`config.mk`:
```
export PLATFORM = sky130hd
export DESIGN_NAME = key_led_ctrl
export DESIGN_NICKNAME = d
export VERILOG_FILES = /design/src/rtl/key_led_ctrl.sv
export SDC_FILE = /design/constraint.sdc
export NUM_CORES = 1
export LEC_CHECK = 0
export ABC_AREA = 1
export CAP_MARGIN = 20
export CORE_AREA = 2 2 39 41
export DETAILED_ROUTE_END_ITERATION = 8
export DIE_AREA = 0 0 41 43
export GPL_TIMING_DRIVEN = 0
export PLACE_DENSITY = 0.57
export SLEW_MARGIN = 10
export SYNTH_ARGS = -nofsm -noshare
export SYNTH_HDL_FRONTEND = slang
export SYNTH_SLANG_ARGS = --single-unit
```
`constraint.sdc`:
```
create_clock -name clk -period 1.15 [get_ports clk]
set_input_delay 0.23 -clock clk [delete_from_list [all_inputs] [get_ports clk]]
set_output_delay 0.23 -clock clk [all_outputs]
set_load 0.01 [all_outputs]
```
`src/rtl/key_led_ctrl.sv`:
```
// key_led_ctrl: four independent key lanes, each synchronised, debounced and
// driving one registered LED output.
// Build option: define KEY_LED_TOGGLE_EN to make each debounced press invert
// its LED; left undefined, each LED mirrors its debounced key level.

// One key lane: 2-flop synchroniser, debounce counter, LED state.
module key_led_lane #(
    parameter int DB_CNT         = 1,
    parameter int KEY_ACTIVE_LOW = 0,
    parameter int LED_ACTIVE_LOW = 0
) (
    input  logic clk,
    input  logic rst_n,
    input  logic key,
    output logic led
);
    localparam int            CW       = $clog2(DB_CNT + 1);
    localparam logic [CW-1:0] CNT_LAST = CW'(DB_CNT - 1);
    localparam logic          KEY_INV  = (KEY_ACTIVE_LOW != 0);
    localparam logic          LED_INV  = (LED_ACTIVE_LOW != 0);

    logic          s1_q, s1_d;
    logic          s2_q, s2_d;
    logic          db_q, db_d;
    logic          l_q, l_d;
    logic [CW-1:0] cnt_q, cnt_d;

    // Synchronise the normalised key and debounce it; any agreement between
    // s2 and the debounced level drops a partial count.
    always_comb begin
        s1_d  = key ^ KEY_INV;
        s2_d  = s1_q;
        db_d  = db_q;
        cnt_d = '0;
        if (s2_q != db_q) begin
            if (cnt_q == CNT_LAST) begin
                db_d = s2_q;
            end else begin
                cnt_d = cnt_q + CW'(1);
            end
        end
    end

    // LED state: toggle on the debounced rising edge, or mirror the level.
    always_comb begin
`ifdef KEY_LED_TOGGLE_EN
        l_d = l_q ^ (db_d & ~db_q);
`else
        l_d = db_q;
`endif
    end

    // Lane state registers; reset leaves every LED dark.
    always_ff @(posedge clk or negedge rst_n) begin
        if (!rst_n) begin
            s1_q  <= 1'b0;
            s2_q  <= 1'b0;
            db_q  <= 1'b0;
            cnt_q <= '0;
            l_q   <= 1'b0;
        end else begin
            s1_q  <= s1_d;
            s2_q  <= s2_d;
            db_q  <= db_d;
            cnt_q <= cnt_d;
            l_q   <= l_d;
        end
    end

    assign led = l_q ^ LED_INV;
endmodule

// Top: one lane instance per board key.
module key_led_ctrl #(
    parameter int DB_CNT         = 1,
    parameter int KEY_ACTIVE_LOW = 0,
    parameter int LED_ACTIVE_LOW = 0
) (
    input  logic       clk,
    input  logic       rst_n,
    input  logic [3:0] key,
    output logic [3:0] led
);
    localparam int NUM_LANES = 4;

    for (genvar i = 0; i < NUM_LANES; i++) begin : g_lane
        key_led_lane #(
            .DB_CNT        (DB_CNT),
            .KEY_ACTIVE_LOW(KEY_ACTIVE_LOW),
            .LED_ACTIVE_LOW(LED_ACTIVE_LOW)
        ) u_lane (
            .clk  (clk),
            .rst_n(rst_n),
            .key  (key[i]),
            .led  (led[i])
        );
    end
endmodule

```
# Yosys cells after proc, flatten, opt, wreduce, memory -nomap -nowiden
# Index checks and enable logic that the tools add are counted.
[word_totals]
out_inout_bits = 4
ff_bits = 20
[op_classes]
bitwise = 4
eq_ne = 4
reduce_logical = 4
mux = 8
addsub = 4
[op_table]
columns = ["op", "n"]
rows = [
  ["1-bit 2-to-1 mux", 8],
  ["2-bit AND reduction", 4],
  ["1-bit adder, second input constant", 4],
  ["1-bit inequality test", 4],
  ["1-bit inverter", 4],
]

# Logic depth before layout (Yosys ltp)
# Gate-level depths: netlist of run 1.
[logic_depth]
ltp_word = 3
mapped_depth = 1
mapped_depth_nobuf = 0

# Hierarchy
# Synthesis of run 1 repeated with hierarchy kept, for this count alone.
[hier_totals]
cells_unflattened = 20
hier_area_um2 = 415.4
[by_module_without_submodules]
columns = ["mod", "n_inst", "area_each_um2", "cells_each"]
rows = [
  ["key_led_lane", 4, 103.8, 5],
]

# Least setup slack after synthesis of run 1
# OpenSTA, ideal clock, no wires.
[synth_path]
path_type = "register to output"
startpoint = "register g_lane[0].u_lane.l_q"
endpoint = "output led[0]"
setup_slack_ps = 453
path_stages_with_launch = 2
t_required_ps = 920
arrival_time_ps = 467
path_cell_list = "dfrtp_1 buf_4"
[synth_lines]
columns = ["item", "line", "rtl"]
rows = [
  ["from (decl)", "25", "logic l_q, l_d;"],
  ["from (signal assigned)", "66", "l_q <= l_d;"],
  ["to (decl)", "82", "output logic [3:0] led"],
]
# No word-level cell between the ends.

# Worst setup path in the final report of run 1
[layout_path]
startpoint = "register g_lane[0].u_lane.l_q"
endpoint = "output led[0]"
# No word-level cell between the ends.

==> qor.txt, run 1 <==
max_slew headroom - 0.5666
depth of the CTS H-tree - 1
nets in the synthesized netlist - 30
GPL Wtd Cong - 0.5993
fraction of synthesized cell area in xor and xnor cells - 0
family of cells with the greatest summed delay on the critical path - flip-flops
gr usage total - 0.06846
post-synth design cell area - 445.4 um2
adder-cell share of the synthesized area - 0
Critical Path Max Stage Delay - 0.36 ns
combinational fraction of design power - 0.066
starting density of the core - 0.3219
critical path endpoint category - output pin
internal power summed over all cells - 749.6 uW
area of combinational cells with multiple inputs - 0 um2
master of the slowest instance on the critical path - sky130_fd_sc_hd__dfrtp_1
post-CTS setup buffer count - 0
switching share of power - 0.1789
list of cells traversed by the critical path - buf_4 > buf_6
data arrival time of the worst path - 0.86 ns
fin area - 583.1 um2
multi-input gates - 0
area added between synthesis and finish - 30.90%
number of global-route vias before repair - 188
max-cap check violation count - 0
leakage - 0.2679 nW
Initial DRT Pass Iterations - 1
number of buffers added on ports - 9
setup repair after global routing missed its margin - false
worst-case clock skew - 0.0004123 ns
Overflow after GRT - 0
proportion of synthesized area in mux cells - 0
time the worst path needs with I/O delays and setup - 1.088 ns
placed inst area - 555.5 um2
first-pass GRT wire length - 759 um
fraction of the yosys area taken by sequential cells - 0.8989
number of warning messages in the yosys log - 0
per-cell routed wire length - 7.346 um
critical path required time - 0.92 ns
DIE WIDTH - 41 um
synthesized-area fraction occupied by ao, oa, aoi and oai cells - 0
Detailed Route WL - 382 um
First DRT Iteration DRCs - 0
Synth cell types - 3
number of antenna violations at the first check in global routing - 0
CP Launch Type - flip-flop
clock transition at the registers of the reported paths - 0.08 ns
slew at the pin with the worst max-slew slack - 0.6481 ns
area of the core - 1384 um2
number of remaining DRC errors - 0
die boundary height - 43 um
vias per inst - 3.731
Hold Vio Cnt, Final - 0
run status - finished, final reports clean
Setup WS pre-CTS - 0.0002225 ns
final-report max-slew violation count - 0
power density over cell area - 1566 nW/um2
switching component of the power - 163.3 uW
CTS tree - done
worst-case setup margin in the final layout - 0.06217 ns
Antenna Nets Post-Route - 0
setup slack on the worst flop-to-flop path - 0.60 ns
share of cells above drive strength 1 - 0.3056
net count of the finished layout - 44
number of I/O pins - 10
CTS hold repair buffers - 0
Yosys reg bits - 16
Die Footprint - 1763 um2
average cell area after synthesis - 18.56 um2
path type of the worst setup path - flip-flop to output pin
Max clock buf depth - 2
Worst Path Max Fanout - 1
top achievable clock speed - 919.3 MHz
part of the total power dissipated in sequential elements - 0.654
clock insertion delay at the later pin of the skew report - 0.26 ns
row cnt - 14
count of mapped cells out of synthesis - 24
total clock buffers created by CTS - 3
count of clock tree sinks - 16
root cell of the clock tree - sky130_fd_sc_hd__clkbuf_4
fraction of the mapped netlist area in simple logic gates - 0
total setup violations reported at the end of the flow - 0
area fraction of the dominant cell type after synthesis - 0.8989
clock network fraction of total power - 0.281
share of the core filled with cells in the final layout - 0.4213
largest net degree at the start of global routing - 17
worst supply voltage drop on vdd - 774.1 uV
detailed-route via count - 194
type of the most critical hold path - flip-flop to flip-flop
buffering stage count on the worst path with inverters included - 2
ant diodes - 0
largest cells by area after synthesis - sky130_fd_sc_hd__dfrtp_1, sky130_fd_sc_hd__buf_4, sky130_fd_sc_hd__clkbuf_1
cell type with the highest aggregate area in the netlist - sky130_fd_sc_hd__dfrtp_1
main combinational cell family by area after synthesis - buffers and inverters
period utilization - 0.9459
[kinds of logic after synthesis]
kind of cell	Yosys count
buffers and inverters	8
flip-flops	16
[layout make-up]
type	count	area, um2
buffer	8	45.04
fill	128	800.8
tap	16	20.02
timing repair buffer	9	95.09
clock buffer	3	22.52
sequential	16	400.4
[cells in the mapped netlist]
cell type	n
sky130_fd_sc_hd__clkbuf_1	4
sky130_fd_sc_hd__dfrtp_1	16
sky130_fd_sc_hd__buf_4	4
[layer usage]
layer  share of wire  track usage
met5               0            0
met4               0      0.06000
met3            0.12      0.03665
met2            0.47      0.07500
met1            0.40      0.09319
[path summary, 6_finish.rpt]
check,start,end,depth (start not counted)
worst min-delay path,g_lane[0].u_lane.s1_q,g_lane[0].u_lane.s2_q,0
worst max-delay path,g_lane[0].u_lane.led,led[0],2
worst min register to register,g_lane[0].u_lane.s1_q,g_lane[0].u_lane.s2_q,0
worst max register to register,g_lane[2].u_lane.s2_q,g_lane[2].u_lane.db_q,1
max in group asynchronous,rst_n,g_lane[1].u_lane.db_q,1
min in group asynchronous,rst_n,g_lane[2].u_lane.led,1
[per-stage QoR]
step,cells,power [mW],setup TNS [ns],hold WS (ns)
after global routing,52,0.9821,0,0.3632
final,52,0.9129,0,0.3511
after detailed placement,49,0.6672,0,0.3347
after CTS,52,0.9233,0,0.3529
after floorplan,24,0.6246,0,-0.06559
after global placement,49,0.6651,-0.005794,0.3330
[sequential cells by signal, summed over array words and instances, names as in the netlist]
register / cells
g_lane.u_lane.s1_q: 4
g_lane.u_lane.led: 4
g_lane.u_lane.s2_q: 4
g_lane.u_lane.db_q: 4
[layout by cell type (no fill, tap or decap)]
master                            Yosys  layout
sky130_fd_sc_hd__buf_4                4       4
sky130_fd_sc_hd__buf_6                0       4
sky130_fd_sc_hd__clkbuf_1             4       4
sky130_fd_sc_hd__clkbuf_4             0       3
sky130_fd_sc_hd__clkdlybuf4s50_1      0       5
sky130_fd_sc_hd__dfrtp_1             16      16
[timing repair]
action | CTS | global route
endpoints found under the setup margin | 4 | 4
resized for setup | 16 | 5
gates cloned | 0 | 0
[power by group through the flow]
stage	Clock (mW)	Sequential, mW	Combinational (mW)
final	0.256	0.597	0.0600
after global routing	0.315	0.600	0.0676
after CTS	0.275	0.597	0.0516
after detailed placement	0	0.608	0.0589
after global placement	0	0.607	0.0579
after floorplan	0	0.606	0.0181
Note: power is estimated with default switching activity, not from simulation.
==> inputs of run 2 (changes only) <==
Settings changed: CORE_AREA 2 2 39 41 to 5 5 42 44, DIE_AREA 0 0 41 43 to 0 0 47 49.
==> run 2 against run 1 <==
Setup slack got worse by 0.016 ns; wire length up 14%; sequential share of layout area rose by 0.74 points; largest cell class unchanged; die area increased by 31%; cell area fell by 1.1%; clock-buffer cell count is the same; fmax fell by 1.5%; critical path type unchanged; clock skew about the same; clock power is 2% higher; global-route usage shrank 1.9 points.
==> qor.txt, run 2 (synthesis results as in run 1) <==
number of antenna violations at the first check in global routing - 0 (unchanged)
switching component of the power - 169.0 uW (was 163.3 uW)
worst-case clock skew - 0.0005306 ns (was 0.0004123 ns)
setup slack on the worst flop-to-flop path - 0.60 ns (about the same)
clock network fraction of total power - 0.286 (was 0.281)
final-report max-slew violation count - 0 (unchanged)
depth of the CTS H-tree - 1 (unchanged)
CTS hold repair buffers - 0 (unchanged)
clock transition at the registers of the reported paths - 0.08 ns (about the same)
slew at the pin with the worst max-slew slack - 0.6546 ns (was 0.6481 ns)
top achievable clock speed - 905.7 MHz (was 919.3 MHz)
switching share of power - 0.1844 (was 0.1789)
type of the most critical hold path - flip-flop to flip-flop (unchanged)
Initial DRT Pass Iterations - 2 (was 1)
first-pass GRT wire length - 717 um (was 759 um)
share of the core filled with cells in the final layout - 0.4116 (was 0.4213)
number of I/O pins - 10 (unchanged)
Worst Path Max Fanout - 1 (unchanged)
Die Footprint - 2303 um2 (was 1763 um2)
number of remaining DRC errors - 0 (unchanged)
number of standard cells in the final layout excluding fillers - 52 (unchanged)
setup repair after global routing missed its margin - false (unchanged)
Max clock buf depth - 2 (unchanged)
Detailed Route WL - 435 um (was 382 um)
clock insertion delay at the later pin of the skew report - 0.27 ns (was 0.26 ns)
multi-input gates - 0 (unchanged)
starting density of the core - 0.3179 (was 0.3219)
period utilization - 0.9601 (was 0.9459)
part of the total power dissipated in sequential elements - 0.651 (was 0.654)
Hold Vio Cnt, Final - 0 (unchanged)
leakage - 0.2658 nW (was 0.2679 nW)
First DRT Iteration DRCs - 1 (was 0)
row cnt - 14 (unchanged)
accumulated negative setup slack - 0 ns (unchanged)
gr usage total - 0.04975 (was 0.06846)
data arrival time of the worst path - 0.87 ns (was 0.86 ns)
per-cell routed wire length - 8.365 um (was 7.346 um)
total clock buffers created by CTS - 3 (unchanged)
internal power summed over all cells - 747.7 uW (was 749.6 uW)
max-cap check violation count - 0 (unchanged)
area of the core - 1401 um2 (was 1384 um2)
number of placed instances with taps included - 49 (unchanged)
area of combinational cells with multiple inputs - 0 um2 (unchanged)
most used cells in the layout excluding fill and tap cells - sky130_fd_sc_hd__dfrtp_1, sky130_fd_sc_hd__clkdlybuf4s50_1, sky130_fd_sc_hd__clkbuf_1, sky130_fd_sc_hd__buf_4 (was sky130_fd_sc_hd__dfrtp_1, sky130_fd_sc_hd__clkdlybuf4s50_1, sky130_fd_sc_hd__clkbuf_1, sky130_fd_sc_hd__buf_4, sky130_fd_sc_hd__buf_6)
number of global-route vias before repair - 198 (was 188)
area added between synthesis and finish - 29.49% (was 30.90%)
number of buffers added on ports - 9 (unchanged)
combinational fraction of design power - 0.063 (was 0.066)
CP Launch Type - flip-flop (unchanged)
die boundary height - 49 um (was 43 um)
CTS tree - done (unchanged)
time the worst path needs with I/O delays and setup - 1.104 ns (was 1.088 ns)
net count of the finished layout - 44 (unchanged)
largest net degree at the start of global routing - 17 (unchanged)
GPL Wtd Cong - 0.6549 (was 0.5993)
DIE WIDTH - 47 um (was 41 um)
max_slew headroom - 0.5622 (was 0.5666)
critical path required time - 0.92 ns (about the same)
path type of the worst setup path - flip-flop to output pin (unchanged)
critical path endpoint category - output pin (unchanged)
most common library cell in the layout ignoring fill and taps - sky130_fd_sc_hd__dfrtp_1 (unchanged)
total setup violations reported at the end of the flow - 0 (unchanged)
Antenna Nets Post-Route - 0 (unchanged)
root cell of the clock tree - sky130_fd_sc_hd__clkbuf_4 (unchanged)
share of cells above drive strength 1 - 0.3056 (unchanged)
worst supply voltage drop on vdd - 591.2 uV (was 774.1 uV)
ant diodes - 0 (unchanged)
detailed-route via count - 193 (was 194)
vias per inst - 3.712 (was 3.731)
run status - finished, final reports clean (unchanged)
count of clock tree sinks - 16 (unchanged)
power density over cell area - 1589 nW/um2 (was 1566 nW/um2)
PnR Total Power - 916.7 uW (was 912.9 uW)
Overflow after GRT - 0 (unchanged)
-- run 2: cell types whose count changed in the layout (fill, tap and decap cells not counted) --
| cell | delta |
|---|---|
| sky130_fd_sc_hd__buf_2 | +1 |
| sky130_fd_sc_hd__buf_6 | -1 |
-- run 2: path summary, 6_finish.rpt --
kind                                       start  cells past startpoint               endpoint
max                         g_lane[1].u_lane.led                      2                 led[1]
min                        g_lane[0].u_lane.s1_q                      0  g_lane[0].u_lane.s2_q
max reg2reg                g_lane[0].u_lane.s2_q                      1  g_lane[0].u_lane.db_q
min reg2reg                g_lane[0].u_lane.s1_q                      0  g_lane[0].u_lane.s2_q
max in group asynchronous                  rst_n                      1  g_lane[2].u_lane.s2_q
min in group asynchronous                  rst_n                      1  g_lane[2].u_lane.s1_q
-- run 2: through the flow --
step	area (um2)	hold WS, ns	setup slack, ns
final	576.8	0.3512	0.04591
after global routing	576.8	0.3615	0.004887
after CTS	558.0	0.3553	0.02684
after detailed placement	555.5	0.3364	-0.004584
after global placement	555.5	0.3337	-0.006400
after floorplan	445.4	-0.06559	0.4532
-- run 2: metal layers --
layer  share of wire  up-vias  GRT usage
li1                -       89          -
met2            0.46       10    0.06335
met4               0        0    0.06912
met5               0        -          0
met1            0.39       94    0.04739
met3            0.15        0    0.02214
-- run 2: critical path: stages, from the launching register on --
cell and delay [ns]:
sky130_fd_sc_hd__dfrtp_1 0.36, sky130_fd_sc_hd__buf_4 0.12, sky130_fd_sc_hd__buf_2 0.13
-- run 2: cell type report --
| cell class | instances | area, um2 |
|---|---|---|
| plain buffers | 8 | 45.04 |
| clock buffers | 3 | 22.52 |
| fillers | 138 | 824.5 |
| flip-flops and latches | 16 | 400.4 |
| well taps | 16 | 20.02 |
| repair buffers | 9 | 88.84 |
-- run 2: repair_timing --
action	CTS	global route
setup buffers	0	0
setup endpoints to repair	4	3
gates resized for setup	16	3
-- run 2: power by group through the flow --
stage               logic [mW]  clock network [mW]  registers, mW
floorplan               0.0181                   0          0.606
global placement        0.0579                   0          0.607
detailed placement      0.0598                   0          0.609
CTS                     0.0526               0.281          0.597
global route            0.0639               0.305          0.600
finish                  0.0580               0.262          0.597
==> inputs of run 3 (changes only) <==
Settings changed: CORE_AREA 5 5 42 44 to 2 2 39 41, DIE_AREA 0 0 47 49 to 0 0 41 43.
==> results of run 3 <==
No change in the layout: final DEF, timing and power equal those of run 1.
